==> src/rtl/memory_stage.sv <==
// Memory pipeline stage: issues loads/stores on a single-outstanding req/ack bus,
// steers byte lanes, extends load data, and flags misaligned or timed-out accesses.
module memory_stage #(
  parameter int TIMEOUT_CYCLES = 16
) (
  input  logic        clk,
  input  logic        reset,

  input  logic        i_valid,
  input  logic [31:0] i_inst,
  input  logic [31:0] i_alu_result,
  input  logic [31:0] i_store_data,
  input  logic        i_mem_rw,
  input  logic [2:0]  i_load_store_mode,
  input  logic [1:0]  i_wb_sel,
  input  logic        i_reg_wr_en,
  input  logic        i_pc_sel,
  input  logic [31:0] i_pc,
  input  logic [31:0] i_pc_inc,

  output logic        o_stall,

  output logic        o_dmem_req,
  output logic        o_dmem_we,
  output logic [31:0] o_dmem_addr,
  output logic [31:0] o_dmem_wdata,
  output logic [3:0]  o_dmem_be,
  input  logic        i_dmem_ack,
  input  logic [31:0] i_dmem_rdata,

  output logic        o_mem_valid,
  output logic [31:0] o_mem_inst,
  output logic [31:0] o_mem_alu_result,
  output logic [31:0] o_mem_load_data,
  output logic [1:0]  o_mem_wb_sel,
  output logic        o_mem_reg_wr_en,
  output logic        o_mem_pc_sel,
  output logic [31:0] o_mem_pc,
  output logic [31:0] o_mem_pc_inc,
  output logic [1:0]  o_mem_fault
);

  localparam int CW = (TIMEOUT_CYCLES > 1) ? $clog2(TIMEOUT_CYCLES) : 1;
  localparam logic [CW-1:0] TIMEOUT_LAST = CW'(TIMEOUT_CYCLES - 1);

  localparam logic [1:0] FAULT_NONE      = 2'b00;
  localparam logic [1:0] FAULT_MISALIGN  = 2'b01;
  localparam logic [1:0] FAULT_TIMEOUT   = 2'b10;

  typedef enum logic [0:0] {
    S_IDLE = 1'b0,
    S_WAIT = 1'b1
  } state_t;

  state_t      state_q, state_d;
  logic [CW-1:0] cnt_q, cnt_d;

  logic        dmem_req_q, dmem_req_d;
  logic        dmem_we_q, dmem_we_d;
  logic [31:0] dmem_addr_q, dmem_addr_d;
  logic [31:0] dmem_wdata_q, dmem_wdata_d;
  logic [3:0]  dmem_be_q, dmem_be_d;
  logic [2:0]  mode_q, mode_d;

  logic        mem_valid_q, mem_valid_d;
  logic [31:0] mem_inst_q, mem_inst_d;
  logic [31:0] mem_alu_result_q, mem_alu_result_d;
  logic [31:0] mem_load_data_q, mem_load_data_d;
  logic [1:0]  mem_wb_sel_q, mem_wb_sel_d;
  logic        mem_reg_wr_en_q, mem_reg_wr_en_d;
  logic        mem_pc_sel_q, mem_pc_sel_d;
  logic [31:0] mem_pc_q, mem_pc_d;
  logic [31:0] mem_pc_inc_q, mem_pc_inc_d;
  logic [1:0]  mem_fault_q, mem_fault_d;

  logic        is_load, is_store, mem_op;
  logic        size_byte, size_half;
  logic        misaligned;
  logic [1:0]  lane;
  logic [31:0] st_wdata;
  logic [3:0]  st_be;
  logic [31:0] ld_data;

  function automatic logic [31:0] extend_load(input logic [31:0] rdata,
                                              input logic [1:0]  ln,
                                              input logic [2:0]  mode);
    logic [7:0]  b;
    logic [15:0] h;
    case (ln)
      2'd0:    b = rdata[7:0];
      2'd1:    b = rdata[15:8];
      2'd2:    b = rdata[23:16];
      default: b = rdata[31:24];
    endcase
    h = ln[1] ? rdata[31:16] : rdata[15:0];
    case (mode)
      3'b000:  extend_load = {{24{b[7]}}, b};
      3'b001:  extend_load = {{16{h[15]}}, h};
      3'b100:  extend_load = {24'b0, b};
      3'b101:  extend_load = {16'b0, h};
      default: extend_load = rdata;
    endcase
  endfunction

  // Undefined size encodings fall into the word case everywhere.
  assign is_load    = i_valid && (i_inst[6:0] == 7'b0000011);
  assign is_store   = i_valid && i_mem_rw;
  assign mem_op     = is_load || is_store;
  assign size_byte  = (i_load_store_mode[1:0] == 2'b00);
  assign size_half  = (i_load_store_mode[1:0] == 2'b01);
  assign lane       = i_alu_result[1:0];
  assign misaligned = (size_half && lane[0]) ||
                      (!size_byte && !size_half && (lane != 2'b00));

  always_comb begin
    st_wdata = i_store_data;
    st_be    = 4'b1111;
    if (size_byte) begin
      st_wdata = {4{i_store_data[7:0]}};
      st_be    = 4'b0001 << lane;
    end else if (size_half) begin
      st_wdata = {2{i_store_data[15:0]}};
      st_be    = 4'b0011 << lane;
    end
  end

  // The latched alu result keeps the byte offset that the bus address drops.
  assign ld_data = extend_load(i_dmem_rdata, mem_alu_result_q[1:0], mode_q);

  always_comb begin
    state_d          = state_q;
    cnt_d            = cnt_q;
    dmem_req_d       = dmem_req_q;
    dmem_we_d        = dmem_we_q;
    dmem_addr_d      = dmem_addr_q;
    dmem_wdata_d     = dmem_wdata_q;
    dmem_be_d        = dmem_be_q;
    mode_d           = mode_q;
    mem_valid_d      = mem_valid_q;
    mem_inst_d       = mem_inst_q;
    mem_alu_result_d = mem_alu_result_q;
    mem_load_data_d  = mem_load_data_q;
    mem_wb_sel_d     = mem_wb_sel_q;
    mem_reg_wr_en_d  = mem_reg_wr_en_q;
    mem_pc_sel_d     = mem_pc_sel_q;
    mem_pc_d         = mem_pc_q;
    mem_pc_inc_d     = mem_pc_inc_q;
    mem_fault_d      = mem_fault_q;
    o_stall          = 1'b0;

    case (state_q)
      S_IDLE: begin
        mem_valid_d      = i_valid;
        mem_inst_d       = i_inst;
        mem_alu_result_d = i_alu_result;
        mem_load_data_d  = 32'b0;
        mem_wb_sel_d     = i_wb_sel;
        mem_reg_wr_en_d  = i_reg_wr_en;
        mem_pc_sel_d     = i_pc_sel;
        mem_pc_d         = i_pc;
        mem_pc_inc_d     = i_pc_inc;
        mem_fault_d      = FAULT_NONE;
        if (mem_op && misaligned) begin
          mem_fault_d     = FAULT_MISALIGN;
          mem_reg_wr_en_d = 1'b0;
        end else if (mem_op) begin
          o_stall      = 1'b1;
          mem_valid_d  = 1'b0;
          dmem_req_d   = 1'b1;
          dmem_we_d    = is_store;
          dmem_addr_d  = {i_alu_result[31:2], 2'b00};
          dmem_wdata_d = st_wdata;
          dmem_be_d    = st_be;
          mode_d       = i_load_store_mode;
          cnt_d        = '0;
          state_d      = S_WAIT;
        end
      end

      S_WAIT: begin
        o_stall = 1'b1;
        if (i_dmem_ack) begin
          o_stall         = 1'b0;
          dmem_req_d      = 1'b0;
          mem_valid_d     = 1'b1;
          mem_fault_d     = FAULT_NONE;
          mem_load_data_d = dmem_we_q ? 32'b0 : ld_data;
          state_d         = S_IDLE;
        end else if (cnt_q == TIMEOUT_LAST) begin
          o_stall         = 1'b0;
          dmem_req_d      = 1'b0;
          mem_valid_d     = 1'b1;
          mem_fault_d     = FAULT_TIMEOUT;
          mem_reg_wr_en_d = 1'b0;
          mem_load_data_d = 32'b0;
          state_d         = S_IDLE;
        end else begin
          cnt_d = cnt_q + 1'b1;
        end
      end

      default: state_d = S_IDLE;
    endcase
  end

  always_ff @(posedge clk) begin
    if (reset) begin
      state_q          <= S_IDLE;
      cnt_q            <= '0;
      dmem_req_q       <= 1'b0;
      dmem_we_q        <= 1'b0;
      dmem_addr_q      <= 32'b0;
      dmem_wdata_q     <= 32'b0;
      dmem_be_q        <= 4'b0;
      mode_q           <= 3'b0;
      mem_valid_q      <= 1'b0;
      mem_inst_q       <= 32'b0;
      mem_alu_result_q <= 32'b0;
      mem_load_data_q  <= 32'b0;
      mem_wb_sel_q     <= 2'b0;
      mem_reg_wr_en_q  <= 1'b0;
      mem_pc_sel_q     <= 1'b0;
      mem_pc_q         <= 32'b0;
      mem_pc_inc_q     <= 32'b0;
      mem_fault_q      <= 2'b0;
    end else begin
      state_q          <= state_d;
      cnt_q            <= cnt_d;
      dmem_req_q       <= dmem_req_d;
      dmem_we_q        <= dmem_we_d;
      dmem_addr_q      <= dmem_addr_d;
      dmem_wdata_q     <= dmem_wdata_d;
      dmem_be_q        <= dmem_be_d;
      mode_q           <= mode_d;
      mem_valid_q      <= mem_valid_d;
      mem_inst_q       <= mem_inst_d;
      mem_alu_result_q <= mem_alu_result_d;
      mem_load_data_q  <= mem_load_data_d;
      mem_wb_sel_q     <= mem_wb_sel_d;
      mem_reg_wr_en_q  <= mem_reg_wr_en_d;
      mem_pc_sel_q     <= mem_pc_sel_d;
      mem_pc_q         <= mem_pc_d;
      mem_pc_inc_q     <= mem_pc_inc_d;
      mem_fault_q      <= mem_fault_d;
    end
  end

  assign o_dmem_req       = dmem_req_q;
  assign o_dmem_we        = dmem_we_q;
  assign o_dmem_addr      = dmem_addr_q;
  assign o_dmem_wdata     = dmem_wdata_q;
  assign o_dmem_be        = dmem_be_q;
  assign o_mem_valid      = mem_valid_q;
  assign o_mem_inst       = mem_inst_q;
  assign o_mem_alu_result = mem_alu_result_q;
  assign o_mem_load_data  = mem_load_data_q;
  assign o_mem_wb_sel     = mem_wb_sel_q;
  assign o_mem_reg_wr_en  = mem_reg_wr_en_q;
  assign o_mem_pc_sel     = mem_pc_sel_q;
  assign o_mem_pc         = mem_pc_q;
  assign o_mem_pc_inc     = mem_pc_inc_q;
  assign o_mem_fault      = mem_fault_q;

endmodule

==> config.mk <==
export PLATFORM = sky130hd
export DESIGN_NAME = memory_stage
export DESIGN_NICKNAME = d
export VERILOG_FILES = /design/src/rtl/memory_stage.sv
export SDC_FILE = /design/constraint.sdc
export NUM_CORES = 1
export LEC_CHECK = 0
export BUFFER_PORTS_ARGS = -buffer_cell sky130_fd_sc_hd__buf_2
export CAP_MARGIN = 20
export CORE_MARGIN = 4
export CORE_UTILIZATION = 30
export DETAILED_ROUTE_END_ITERATION = 10
export GPL_TIMING_DRIVEN = 0
export MAX_ROUTING_LAYER = met4
export PLACE_DENSITY = 0.53
export SLEW_MARGIN = 0
export SYNTH_ARGS = -nofsm -noshare
export SYNTH_HDL_FRONTEND = slang
export SYNTH_SLANG_ARGS = --single-unit
==> constraint.sdc <==
create_clock -name clk -period 4.4 [get_ports clk]
set_input_delay 0.22 -clock clk [delete_from_list [all_inputs] [get_ports clk]]
set_output_delay 0.22 -clock clk [all_outputs]
set_load 0.005 [all_outputs]
# ---- Word-level counts from Yosys, hierarchy flattened
# Cells that the tools add are included.
dict set report totals {
  out_inout_bits 238
  word_cells 93
  in_bits 204
  ff_bits 243
}
dict set report op_classes {
  n_bitwise 2
  eq_ne 14
  n_shift 2
  reduce_logical 18
  n_addsub 1
  mux 38
}
# op count
set ops {}
lappend ops {{$mux 32} 5}
lappend ops {{$pmux 32 s4} 1}
lappend ops {{$pmux 32 s2} 1}
lappend ops {{$mux 4} 6}
lappend ops {{$pmux 8 s3} 1}
lappend ops {{$mux 16} 1}
lappend ops {{$mux 1} 15}
lappend ops {{$ne 2x2->1 const B} 4}
lappend ops {{$pmux 1 s2} 4}
lappend ops {{$pmux 4 s2} 1}
lappend ops {{$eq 7x2->1 const B} 1}
lappend ops {{$eq 3x3->1 const B} 2}
lappend ops {{$logic_and 1x1->1} 6}
lappend ops {{$reduce_and 3->1} 2}
lappend ops {{$add 4x1->4 const B} 1}
lappend ops {{$eq 2x1->1 const B} 2}
lappend ops {{$eq 4x4->1 const B} 1}
lappend ops {{$logic_not 2->1} 2}
lappend ops {{$mux 2} 2}
lappend ops {{$pmux 2 s2} 1}
lappend ops {{$reduce_and 4->1} 1}
lappend ops {{$shl 1x2->4 const A} 1}
lappend ops {{$shl 2x2->4 const A} 1}
lappend ops {{$eq 3x1->1 const B} 1}
lappend ops {{9 further kinds} 12}

# ---- Depth between registers and ports, before layout
dict set report logic_depth {
  word_depth 8
  depth_mapped 8
  mapped_depth_nobuf 6
}

# ---- Least setup slack after synthesis
# Ideal clock, no wire load.
dict set report synth_timing {
  path_kind {register to register}
  start {register mem_alu_result_q[1] (netlist: o_mem_alu_result[1])}
  end {register mem_load_data_q[15] (netlist: o_mem_load_data[15])}
  path_stages_with_launch 5
  setup_time_ns 0.117
  synth_period_minus_slack_ns 1.679
  arrival_ns 1.561
  path_buffers 0
  slack_ns 2.721
  t_required_ns 4.283
  path_cell_list {dfxtp_1 mux4_1 a21oi_4 nand2_1 a32o_1}
}
dict set report synth_between {
  elab_chain_cells 6
  elab_cells_between_ends 9
  cone_classes {eq/ne: 2; mux: 6; reduce/logical: 1}
}
# item line
set synth_lines {}
lappend synth_lines {{start, declared} 67} ;# logic [31:0] mem_alu_result_q, mem_alu_result_d;
lappend synth_lines {{start signal, assigned} 237} ;# mem_alu_result_q <= mem_alu_result_d;
lappend synth_lines {{$eq 2x2->1 (tied with other cells)} 89} ;# case (ln)
lappend synth_lines {{$pmux 8 s3} 89}
lappend synth_lines {{$pmux 32 s4 (*)} 96} ;# case (mode)
lappend synth_lines {{$mux 32 (*)} 187} ;# mem_load_data_d = dmem_we_q ? 32'b0 : ld_data;
lappend synth_lines {{$mux 32 (*)} 182} ;# if (i_dmem_ack) begin
lappend synth_lines {{$pmux 32 s2 (*)} 151} ;# case (state_q)
lappend synth_lines {{end signal, assigned} 238} ;# mem_load_data_q <= mem_load_data_d;
lappend synth_lines {{end, declared} 68} ;# logic [31:0] mem_load_data_q, mem_load_data_d;
# Every way passes the cells marked *; elsewhere a longest branch is shown, timed or not.
# A chain may end at the register's enable or synchronous reset.

# ---- Worst setup path in the final report
dict set report layout_timing {
  start {input i_inst[3]}
  end {output o_stall}
}
dict set report layout_between {
  elab_chain_cells 6
  elab_cells_between_ends 7
  cone_classes {eq/ne: 1; mux: 3; reduce/logical: 3}
}
# item line
set layout_lines {}
lappend layout_lines {{start, declared} 10} ;# input logic [31:0] i_inst,
lappend layout_lines {{$eq 7x2->1 (*)} 106} ;# assign is_load = i_valid && (i_inst[6:0] == 7'b0000011);
lappend layout_lines {{$logic_and 1x1->1 (*)} 106}
lappend layout_lines {{$logic_or 1x1->1 (*)} 108} ;# assign mem_op = is_load || is_store;
lappend layout_lines {{$mux 1 or $logic_and 1x1->1 (tied branches)} {166, 163}}
lappend layout_lines {{$mux 1 (*)} 163} ;# if (mem_op && misaligned) begin
lappend layout_lines {{$pmux 1 s2 (*)} 151}
lappend layout_lines {{end, declared} 21} ;# output logic o_stall,
# Marks and branches as above.

==> flow_summary.yaml <==
status:
  outcome: "complete, no violations"
drt:
  via_per_inst: 4.73
  drt_wl_total_um: 38700
  post_dr_wirelength_cell_um: 18.3
  detailedRoute.firstIterationViolations: 472
  antenna_left: 0
  vias_after_detailed_routing: 10000
  firstDrtPassIters: 7
  post-route-drc-count: 0
sta:
  rsz0062_at_grt: "no"
  min_period_ns: 2.52
  setup_tns_ns: 0
  final.hold.worst_slack_ns: 0.00901
  max_clock_freq_ghz: 0.397
  fin_skew_ns: 0.0124
  final_critical_path_setup_slack_ns: 1.88
  worst-slew-pin-transition_ns: 0.855
  maxSlewViolCount: 0
  worst_max_slew_margin_expressed_relative_to_the_limit: 0.430
  setup_viol: 0
  finalCritPeriodShare: 0.572
  finalHoldViolations: 0
global_route:
  aggregate_global_routing_overflow: 0
  number_of_global_route_vias_before_repair: 10200
  globalRoute.busiestLayer: "met2"
  grt_start_max_net_pins: 14
  global_route.usage.met1: 0.257
  antenna_found_initial: 2
  globalRouteTotalUtil: 0.213
  globalRouteMet2Util: 0.357
  groute.layer.met3.usage: 0.0497
  global_route_wire_length_before_repair_um: 59100
power_and_ir_drop:
  irDropWorstVdd_mv: 0.322
  powerDensity_nw_per_um2: 363
  p_leak_nw: 6.74
  fin_total_pwr_mw: 5.47
cells_and_area:
  final_layout_size_suffix_gt1_frac: 0.316
  stdcell_area_um2: 15100
  design.final.nets: 1865
  final_core_utilization: 0.474
  layout-area-overhead-vs-synth_pct: 54.9
  layout.cells.non_filler: 2114
  fillerInstances: 3108
logic_synthesis:
  synth_most_common_cell: "sky130_fd_sc_hd__dfxtp_1"
  syn_avg_cell_area_um2: 9.53
  synth_area_leaders: "sky130_fd_sc_hd__dfxtp_1, sky130_fd_sc_hd__mux2i_1, sky130_fd_sc_hd__nor2_1"
  synth.largest_area_cell: "sky130_fd_sc_hd__dfxtp_1"
  synthesis.yosys.warnings: 0
  synth_area_um2: 9730
  synth.ff_latch_count: 243
  post_synth_most_frequent_cells: "sky130_fd_sc_hd__dfxtp_1, sky130_fd_sc_hd__mux2i_1, sky130_fd_sc_hd__nor2_1"
  synthCells: 1020
  yosys.cell_types.count: 49
  synthFlopType: "sky130_fd_sc_hd__dfxtp_1"
  synth.yosys.seq_area_share: 0.500
  synth-edff-count: 0
  synth_top_area_frac: 0.500
  fraction_of_registers_with_async_set_reset: 0
min_path:
  hold_path_startpoint: "i_mem_rw"
  worst_hold_path.num_cells: 3
  holdPathEnd: "o_dmem_we"
  hold_class: "primary input to flop"
worst_setup_path:
  worstPathCellList: "dlygate4sd3_1 -> buf_2 -> nor3_1 -> a21o_1 -> buf_2 -> clkbuf_1 -> nand2_1 -> nand2_1 -> buf_2"
  cp_data_required_time_ns: 4.18
  timing.reg2reg.setup_slack_ns: 2.08
  timing_worst_setup_path_type: "primary input to primary output"
  cp_data_arrival_time_ns: 2.30
  worst_path_max_delay_cell: "sky130_fd_sc_hd__dlygate4sd3_1"
  end_kind: "primary output"
  critPathMostFrequentCell: "sky130_fd_sc_hd__buf_2"
  timing.rr.end: "o_dmem_wdata[14]"
  start_kind: "primary input"
  worst_r2r_startpoint: "state_q"
  crit_fanout: 10
  rr_worst_depth: 8
  slowest_delay_ns: 0.53
place:
  setup_slack_at_placement_ns: 2.23
  place_inst: 1893
  dpl-instance-area_um2: 12500
  numPortBuffers: 437
  hpwl_um: 28500
  finalWeightedCongestion: 0.819
clock_tree:
  cts_setup_buffers: 0
  cts_buffers: 28
  max-clock-path-buffers: 3
  post_cts_gate_resize_count: 0
  insertion_delay_ns: 0.54
  cts_sinks: 243
  cts.clk_slew.worst_paths_ns: 0.06
  clk_root_buffer_cell: "sky130_fd_sc_hd__clkbuf_16"
  cts-htree-levels: 1
  tritoncts: "yes"
die:
  core_um2: 31800
  rows: 65
  dieHeight_um: 188
  die_x_um: 188
  initial_utilization: 0.306
  dieArea_um2: 35400
  ios: 442
flow_run:
  maxCapViolCount: 0
==> sequential cells by signal, summed over array words and instances, names as in the netlist, 2 cells and up <==
| name | cells |
|---|---|
| o_dmem_be | 4 |
| o_mem_alu_result | 32 |
| o_dmem_addr | 30 |
| o_mem_inst | 32 |
| o_mem_pc | 32 |
| cnt_q | 4 |
| mode_q | 3 |
| o_mem_load_data | 32 |
| o_mem_pc_inc | 32 |
| o_dmem_wdata | 32 |
| o_mem_fault | 2 |
| o_mem_wb_sel | 2 |
==> how the worst max path moves through the flow <==
stage          slack [ns]  cells after the start           startpoint                  end
2_1_floorplan        2.72                      4  o_mem_alu_result[1]  o_mem_load_data[15]
3_3_place_gp         2.25                      9      i_alu_result[1]       o_dmem_addr[2]
3_5_place_dp         2.23                      9      i_alu_result[1]      o_dmem_addr[31]
4_1_cts              1.85                      5              state_q              o_stall
5_1_grt              1.67                      9            i_inst[3]              o_stall
6_report             1.88                      9            i_inst[3]              o_stall
==> final cells by class <==
cell class	instances	area (um^2)	area share
Buffer	94	409	0.0272
Sequential cell	243	4860	0.323
Tap cell	435	544	0.0361
Clock inverter	6	57.6	0.00382
Timing Repair Buffer	605	3870	0.257
Inverter	3	11.3	0.000748
Antenna cell	1	2.50	0.000166
Multi-Input combinational cell	681	4440	0.295
Clock buffer	46	860	0.0571
==> power by group <==
part           switching, mW  internal, mW  total, mW
clock                  0.928          1.38       2.31
combinational          0.399         0.389      0.789
sequential            0.0589          2.31       2.37
total                   1.39          4.09       5.47
==> routing by layer <==
layer / routed length [um] / vias up
li1: - / 4869
met3: 2710 / 77
met5: 0 / -
met1: 16200 / 4673
met4: 1300 / 0
met2: 18500 / 386
==> layout by cell type, fill, tap and decap left out, types with 2 or more instances in the layout <==
cell type and n:
sky130_fd_sc_hd__conb_1 2, sky130_fd_sc_hd__a31oi_1 2, sky130_fd_sc_hd__inv_1 3, sky130_fd_sc_hd__o31a_1 3
sky130_fd_sc_hd__dfxtp_1 243, sky130_fd_sc_hd__mux2i_1 152, sky130_fd_sc_hd__o211ai_1 2, sky130_fd_sc_hd__nand3_1 44
sky130_fd_sc_hd__a221o_1 16, sky130_fd_sc_hd__clkinv_2 4, sky130_fd_sc_hd__nand3b_1 2, sky130_fd_sc_hd__xnor2_1 2
sky130_fd_sc_hd__dlygate4sd3_1 168, sky130_fd_sc_hd__clkbuf_16 29, sky130_fd_sc_hd__clkbuf_1 68, sky130_fd_sc_hd__nor2_1 149
sky130_fd_sc_hd__and2_1 2, sky130_fd_sc_hd__a32o_1 8, sky130_fd_sc_hd__buf_2 469, sky130_fd_sc_hd__nor4_1 2
sky130_fd_sc_hd__a21oi_1 69, sky130_fd_sc_hd__a311oi_1 8, sky130_fd_sc_hd__nand4b_1 8, sky130_fd_sc_hd__nor3b_1 5
sky130_fd_sc_hd__ha_1 5, sky130_fd_sc_hd__nand2_1 41, sky130_fd_sc_hd__buf_4 2, sky130_fd_sc_hd__nor2b_1 6
sky130_fd_sc_hd__clkbuf_8 7, sky130_fd_sc_hd__nor3_1 7, sky130_fd_sc_hd__a211oi_1 12, sky130_fd_sc_hd__a32oi_1 4
sky130_fd_sc_hd__mux2_2 9, sky130_fd_sc_hd__and3_1 2, sky130_fd_sc_hd__nand2b_1 26, sky130_fd_sc_hd__o21ai_0 77
sky130_fd_sc_hd__a31o_2 2
==> worst max-delay path: cells and delay by family <==
family                 cells  cell delay, ns
buffers and inverters      5            1.42
AND/OR/NAND/NOR            3            0.51
AO/OA/AOI/OAI              1            0.16
==> cells by family (layout without fill, tap and decap cells) <==
| logic type | Yosys count | after routing | synth area share |
|---|---|---|---|
| muxes | 162 | 162 | 0.170 |
| buffers and inverters | 97 | 754 | 0.0432 |
| adders and majority gates | 5 | 5 | 0.00643 |
| DFF | 243 | 243 | 0.500 |
| xor gates and xnor gates | 2 | 2 | 0.00180 |
| and+or+nand+nor | 300 | 300 | 0.145 |
| other | 1 | 3 | 0.000386 |
| AOI/OAI and AO/OA | 210 | 210 | 0.134 |
==> timing repair <==
action                                 CTS  global route
setup endpoints to repair                0             0
hold buffers                           168             0
endpoints found under the hold margin  194             0
Note: power is estimated with default switching activity, not from simulation.
